$ cat src/rtl/spi_slave_pkg.sv
// Shared state encoding and command codes for the SPI slave.
package spi_slave_pkg;

  typedef enum logic [2:0] {
    StIdle,
    StRx,
    StWaitTx,
    StTx,
    StDone
  } state_e;

  localparam logic [1:0] CMD_WR_ADDR = 2'b00;
  localparam logic [1:0] CMD_WR_DATA = 2'b01;
  localparam logic [1:0] CMD_RD_ADDR = 2'b10;
  localparam logic [1:0] CMD_RD_DATA = 2'b11;

  // Only a read-data command waits for a reply word; everything else just finishes the frame.
  function automatic state_e state_after_rx(input logic [1:0] cmd);
    state_e nxt;
    case (cmd)
      CMD_WR_ADDR, CMD_WR_DATA, CMD_RD_ADDR: nxt = StDone;
      CMD_RD_DATA:                           nxt = StWaitTx;
      default:                               nxt = StDone;
    endcase
    return nxt;
  endfunction

endpackage

$ cat src/rtl/spi_shift_reg.sv
// Parallel-load serial shifter; direction chosen at elaboration.
module spi_shift_reg #(
  parameter int unsigned Width    = 8,
  parameter bit          MsbFirst = 1'b1
) (
  input  logic             clk_i,
  input  logic             rst_ni,
  input  logic             load_i,
  input  logic [Width-1:0] load_data_i,
  input  logic             shift_i,
  input  logic             ser_i,
  output logic             ser_o,
  output logic [Width-1:0] next_o
);

  logic [Width-1:0] data_q;

  // next_o is the value after one shift, so callers can capture a frame on its last bit.
  assign next_o = MsbFirst ? {data_q[Width-2:0], ser_i} : {ser_i, data_q[Width-1:1]};
  assign ser_o  = MsbFirst ? data_q[Width-1] : data_q[0];

  // Load has priority over shift.
  always_ff @(posedge clk_i or negedge rst_ni) begin
    if (!rst_ni) begin
      data_q <= '0;
    end else if (load_i) begin
      data_q <= load_data_i;
    end else if (shift_i) begin
      data_q <= next_o;
    end
  end

endmodule

$ cat src/rtl/spi_slave_param.sv
// SPI slave: receives a command+payload frame, optionally returns one data word.
module spi_slave_param
  import spi_slave_pkg::*;
#(
  parameter int unsigned DATA_W     = 8,
  parameter int unsigned MSB_FIRST  = 1,
  parameter int unsigned TX_TIMEOUT = 15
) (
  input  logic              clk,
  input  logic              rst_n,
  input  logic              mosi,
  input  logic              ss_n,
  input  logic              tx_valid,
  input  logic [DATA_W-1:0] tx_data,
  output logic              miso,
  output logic              rx_valid,
  output logic [DATA_W+1:0] rx_data,
  output logic              busy,
  output logic              frame_err
);

  localparam int unsigned FrameW = DATA_W + 2;
  localparam int unsigned CntW   = $clog2(DATA_W + 3);
  localparam int unsigned WaitW  = $clog2(TX_TIMEOUT + 1);

  localparam logic [CntW-1:0]  RxLast   = CntW'(FrameW - 1);
  localparam logic [CntW-1:0]  TxLast   = CntW'(DATA_W - 1);
  localparam logic [WaitW-1:0] WaitLast = WaitW'(TX_TIMEOUT - 1);

  state_e            state_q;
  logic [CntW-1:0]   bit_cnt_q;
  logic [WaitW-1:0]  wait_cnt_q;
  logic [FrameW-1:0] rx_data_q;
  logic              rx_valid_q;
  logic              frame_err_q;

  logic [FrameW-1:0] rx_next;
  logic [1:0]        rx_cmd;
  logic              rx_clear, rx_shift, tx_load, tx_shift, tx_ser;
  logic              rx_ser_unused;
  logic [DATA_W-1:0] tx_next_unused;

  // Shifter controls; tx inputs only matter while waiting for the reply word.
  assign rx_clear = (state_q == StIdle) && !ss_n;
  assign rx_shift = (state_q == StRx) && !ss_n;
  assign tx_load  = (state_q == StWaitTx) && !ss_n && tx_valid;
  assign tx_shift = (state_q == StTx) && !ss_n;
  assign rx_cmd   = rx_next[FrameW-1:FrameW-2];

  spi_shift_reg #(
    .Width    (FrameW),
    .MsbFirst (MSB_FIRST != 0)
  ) u_rx_shift (
    .clk_i       (clk),
    .rst_ni      (rst_n),
    .load_i      (rx_clear),
    .load_data_i ('0),
    .shift_i     (rx_shift),
    .ser_i       (mosi),
    .ser_o       (rx_ser_unused),
    .next_o      (rx_next)
  );

  spi_shift_reg #(
    .Width    (DATA_W),
    .MsbFirst (MSB_FIRST != 0)
  ) u_tx_shift (
    .clk_i       (clk),
    .rst_ni      (rst_n),
    .load_i      (tx_load),
    .load_data_i (tx_data),
    .shift_i     (tx_shift),
    .ser_i       (1'b0),
    .ser_o       (tx_ser),
    .next_o      (tx_next_unused)
  );

  // Frame sequencing; an ss_n deassert in any active phase aborts, even on the last rx bit.
  always_ff @(posedge clk or negedge rst_n) begin
    if (!rst_n) begin
      state_q     <= StIdle;
      bit_cnt_q   <= '0;
      wait_cnt_q  <= '0;
      rx_data_q   <= '0;
      rx_valid_q  <= 1'b0;
      frame_err_q <= 1'b0;
    end else begin
      rx_valid_q  <= 1'b0;
      frame_err_q <= 1'b0;
      case (state_q)
        StIdle: begin
          if (!ss_n) begin
            state_q   <= StRx;
            bit_cnt_q <= '0;
          end
        end
        StRx: begin
          if (ss_n) begin
            state_q     <= StIdle;
            frame_err_q <= 1'b1;
            bit_cnt_q   <= '0;
          end else if (bit_cnt_q == RxLast) begin
            rx_data_q  <= rx_next;
            rx_valid_q <= 1'b1;
            state_q    <= state_after_rx(rx_cmd);
            bit_cnt_q  <= '0;
            wait_cnt_q <= '0;
          end else begin
            bit_cnt_q <= bit_cnt_q + 1'b1;
          end
        end
        StWaitTx: begin
          if (ss_n) begin
            state_q     <= StIdle;
            frame_err_q <= 1'b1;
            wait_cnt_q  <= '0;
          end else if (tx_valid) begin
            state_q    <= StTx;
            bit_cnt_q  <= '0;
            wait_cnt_q <= '0;
          end else if (wait_cnt_q == WaitLast) begin
            state_q     <= StDone;
            frame_err_q <= 1'b1;
            wait_cnt_q  <= '0;
          end else begin
            wait_cnt_q <= wait_cnt_q + 1'b1;
          end
        end
        StTx: begin
          if (ss_n) begin
            state_q     <= StIdle;
            frame_err_q <= 1'b1;
            bit_cnt_q   <= '0;
          end else if (bit_cnt_q == TxLast) begin
            state_q   <= StDone;
            bit_cnt_q <= '0;
          end else begin
            bit_cnt_q <= bit_cnt_q + 1'b1;
          end
        end
        StDone: begin
          if (ss_n) begin
            state_q <= StIdle;
          end
        end
        default: state_q <= StIdle;
      endcase
    end
  end

  // Outputs come straight from registers so reset clears them without waiting for a clock.
  assign miso      = (state_q == StTx) & tx_ser;
  assign busy      = (state_q != StIdle);
  assign rx_valid  = rx_valid_q;
  assign rx_data   = rx_data_q;
  assign frame_err = frame_err_q;

endmodule

$ cat config.mk
export PLATFORM = sky130hd
export DESIGN_NAME = spi_slave_param
export DESIGN_NICKNAME = d
export VERILOG_FILES = /design/src/rtl/spi_slave_pkg.sv /design/src/rtl/spi_shift_reg.sv /design/src/rtl/spi_slave_param.sv
export SDC_FILE = /design/constraint.sdc
export NUM_CORES = 1
export LEC_CHECK = 0
export BUFFER_PORTS_ARGS = -buffer_cell sky130_fd_sc_hd__buf_2
export CAP_MARGIN = 10
export CORE_MARGIN = 2
export CORE_UTILIZATION = 56
export DETAILED_ROUTE_END_ITERATION = 10
export MAX_ROUTING_LAYER = met4
export PLACE_DENSITY_LB_ADDON = 0.3
export SLEW_MARGIN = 20
export SYNTH_ARGS = -nofsm -noshare
export SYNTH_HDL_FRONTEND = slang
export SYNTH_SLANG_ARGS = --single-unit
$ cat constraint.sdc
create_clock -name clk -period 2.73 [get_ports clk]
set_clock_uncertainty 0.2 [all_clocks]
set_input_delay 0.1365 -clock clk [delete_from_list [all_inputs] [get_ports clk]]
set_output_delay 0.1365 -clock clk [all_outputs]
set_load 0.03 [all_outputs]
==> summary.md <==
| Metric | Value |
|---|---|
| Status | `finished clean` |
| Tightest Pin Transition | `0.844 ns` |
| Routed WL per cell | `14.3 um` |
| Main combinational cell family by area after synthesis | `compound AO/OA/AOI/OAI gates` |
| First drt pass iteration count | `4` |
| Nets@finish | `218` |
| Simple-Gate Fraction of Synth Area | `13.1%` |
| Total core area | `3100 um2` |
| Buffers on Ports | `26` |
| Syn Nets | `178` |
| Most common cell after layout, fill and taps aside | `dfrtp_1` |
| Leakage | `1.16 nW` |
| Initial antenna violation count | `0` |
| Type of origin of the critical path | `register` |
| Fin. max-slew vios | `0` |
| Setup TNS Final | `0 ns` |
| Number of max-cap violations | `0` |
| CP required | `2.77 ns` |
| Vias per inst | `5.70` |
| Global-route wire length before repair | `5570 um` |
| FF+latch count, synth | `40` |
| Worst-path fanout max | `15` |
| Adder-Cell Fraction of Synth Area | `2.68%` |
| WP data arrival | `2.16 ns` |
| Post-CTS resize count | `0` |
| CP endpoint kind | `register` |
| Layout cells sized above 1 | `25.7%` |
| Most frequent cells in the layout | `dfrtp_1, buf_2, a22o_1` |
| Initial Utilization | `60.1%` |
| Final WL | `3510 um` |
| Number of flops mapped to enable cells by yosys | `0` |
| Dpl hpwl | `2490 um` |
| Root buffer cell | `clkbuf_4` |
| Final setup fails | `0` |
| CTS tree | `done` |
| Synth warnings | `0` |
| Ant. Diodes | `0` |
| Core Rows | `20` |
| Bufs on Longest Clock Path | `2` |
| Clock Latency Late Sink | `0.34 ns` |
| Vias in the first global route | `1264` |
| TritonCTS buffer count | `5` |
| HP Class | `input port to register` |
| Setup CP Type | `register to register` |
| Compound-cell area share of the yosys netlist | `19.8%` |
| Final Hold Fails | `0` |
| WHS | `0.0767 ns` |
| Die X | `61.7 um` |
| Die H | `61.7 um` |
| Vias | `1401` |
| CTS sink cnt | `40` |
| GRT Util Overall | `21.0%` |
| Largest net degree at the start of global routing | `41` |
| Congestion Overflow GR | `0` |
| Io pins | `27` |
| Synth cell types | `39` |
| Final Critical Period | `2.12 ns` |
| Mapped Avg Cell Area | `11.6 um2` |
| Cell Area, Synth | `1870 um2` |
| Area Overhead vs Synth | `18.8%` |
| CTS clock-pin slew for the worst setup and hold paths | `0.12 ns` |
| Full die area | `3810 um2` |
| Final ANT Viol Nets | `0` |
| DRC | `0` |
| Final Cycle Share | `77.5%` |
| H-tree depth | `2` |
| Top_reg_cell synth | `dfrtp_1` |
| Iteration-0 DRC Markers | `85` |
| FMAX | `0.472 GHz` |
| Post-Syn Instances | `161` |
| Post-synth ARST share | `100%` |
| RSZ-0062 raised after global routing | `no` |
| Mux contribution to synthesized area | `6.04%` |
| Max VDD drop | `0.483 mV` |
| Xor/xnor share of the synthesized area | `0.469%` |
| Power Density | `633 nW/um2` |
| Slew margin rel. | `43.7%` |
| Seq/Total Area, Yosys | `53.7%` |
| Routability cong. | `0.793` |
==> flip-flops by register name, indices dropped and copies added, names as in the netlist <==
signal	flops
rx_data	10
u_rx_shift.data_q	9
u_tx_shift.data_q	8
bit_cnt_q	4
wait_cnt_q	4
state_q	3
frame_err	1
rx_valid	1
==> per-layer routing <==
layer | routed length [um] | vias up | track usage, %
met2 | 1730 | 43 | 33.8
met3 | 181 | 6 | 6.42
li1 | - | 672 | -
met1 | 1550 | 680 | 24.8
met4 | 51 | 0 | 7.60
met5 | 0 | - | -
==> cell families (layout without fill, tap and decap cells) <==
| family | count (synthesis) | after routing |
|---|---|---|
| multiplexers | 10 | 10 |
| adder cells (fa/ha/maj) | 4 | 4 |
| AO/OA/AOI/OAI | 51 | 51 |
| AND/OR/NAND/NOR | 42 | 42 |
| XOR/XNOR | 1 | 1 |
| flip-flops | 40 | 40 |
| buffers and inverters | 13 | 54 |
==> synth_stat cells, types with 2 or more instances <==
master	number	share of area, %
nand3b_1	3	1.2
nand2b_1	5	1.7
clkbuf_1	2	0.40
nor3_1	3	0.80
o21ai_0	9	2.4
nor4b_1	2	0.94
buf_4	2	0.80
or3_1	2	0.67
nand2_1	8	1.6
inv_1	5	1.0
a22oi_1	3	1.2
a21o_1	10	4.0
a21oi_1	7	1.9
nand3_1	3	0.80
nor2_1	6	1.2
buf_6	3	1.8
a22o_1	15	7.0
mux2_2	10	6.0
dfrtp_1	40	54
ha_1	4	2.7
==> cell type report <==
class	count	area (um2)
tap	44	55.1
clock buffer	5	37.5
fill	236	886
multi-input combinational	108	785
timing repair buffer	41	273
sequential	40	1000
inverter	5	18.8
clock inverter	3	47.5
==> per-stage QoR <==
step	total power [mW]	cell area, um2	cells	worst slack (ns)	util, %
floorplan	0.913	1870	161	0.825	-
global placement	0.991	2010	226	0.691	64.8
detailed placement	1.01	2010	226	0.635	64.8
CTS	1.41	2220	246	0.622	71.5
global route	1.48	2220	246	0.519	71.5
finish	1.40	2220	246	0.613	71.5
==> power breakdown <==
group	total (mW)	internal [mW]	leakage [nW]	switching (mW)
Sequential	0.707	0.642	0.552	0.0650
Clock	0.394	0.196	0.0454	0.198
Combinational	0.302	0.133	0.563	0.169
Total	1.40	0.971	1.16	0.432
==> worst max-delay path: stages, from the launching register on <==
cell and delay, ns:
dfrtp_1 0.54, nor4b_1 0.30, buf_4 0.23, nor2b_1 0.16
buf_4 0.22, mux2_2 0.36
==> final timing paths <==
kind / start / end / slack [ns] / depth (start not counted)
worst max-delay path: state_q[2] / rx_data[7] / 0.61 / 5
worst min-delay path: tx_valid / state_q[0] / 0.08 / 4
worst max register to register: state_q[2] / rx_data[7] / 0.61 / 5
worst min register to register: u_tx_shift.data_q[7] / u_tx_shift.data_q[7] / 0.29 / 1
max in group asynchronous: rst_n / rx_data[9] / 1.58 / 2
min in group asynchronous: rst_n / u_tx_shift.data_q[4] / 0.22 / 2
==> repair_timing <==
item,4_1_cts,5_1_grt
setup buffers,0,0
hold buffers,12,0
endpoints found under the hold margin,51,0
Note: power is estimated with default switching activity, not from simulation.
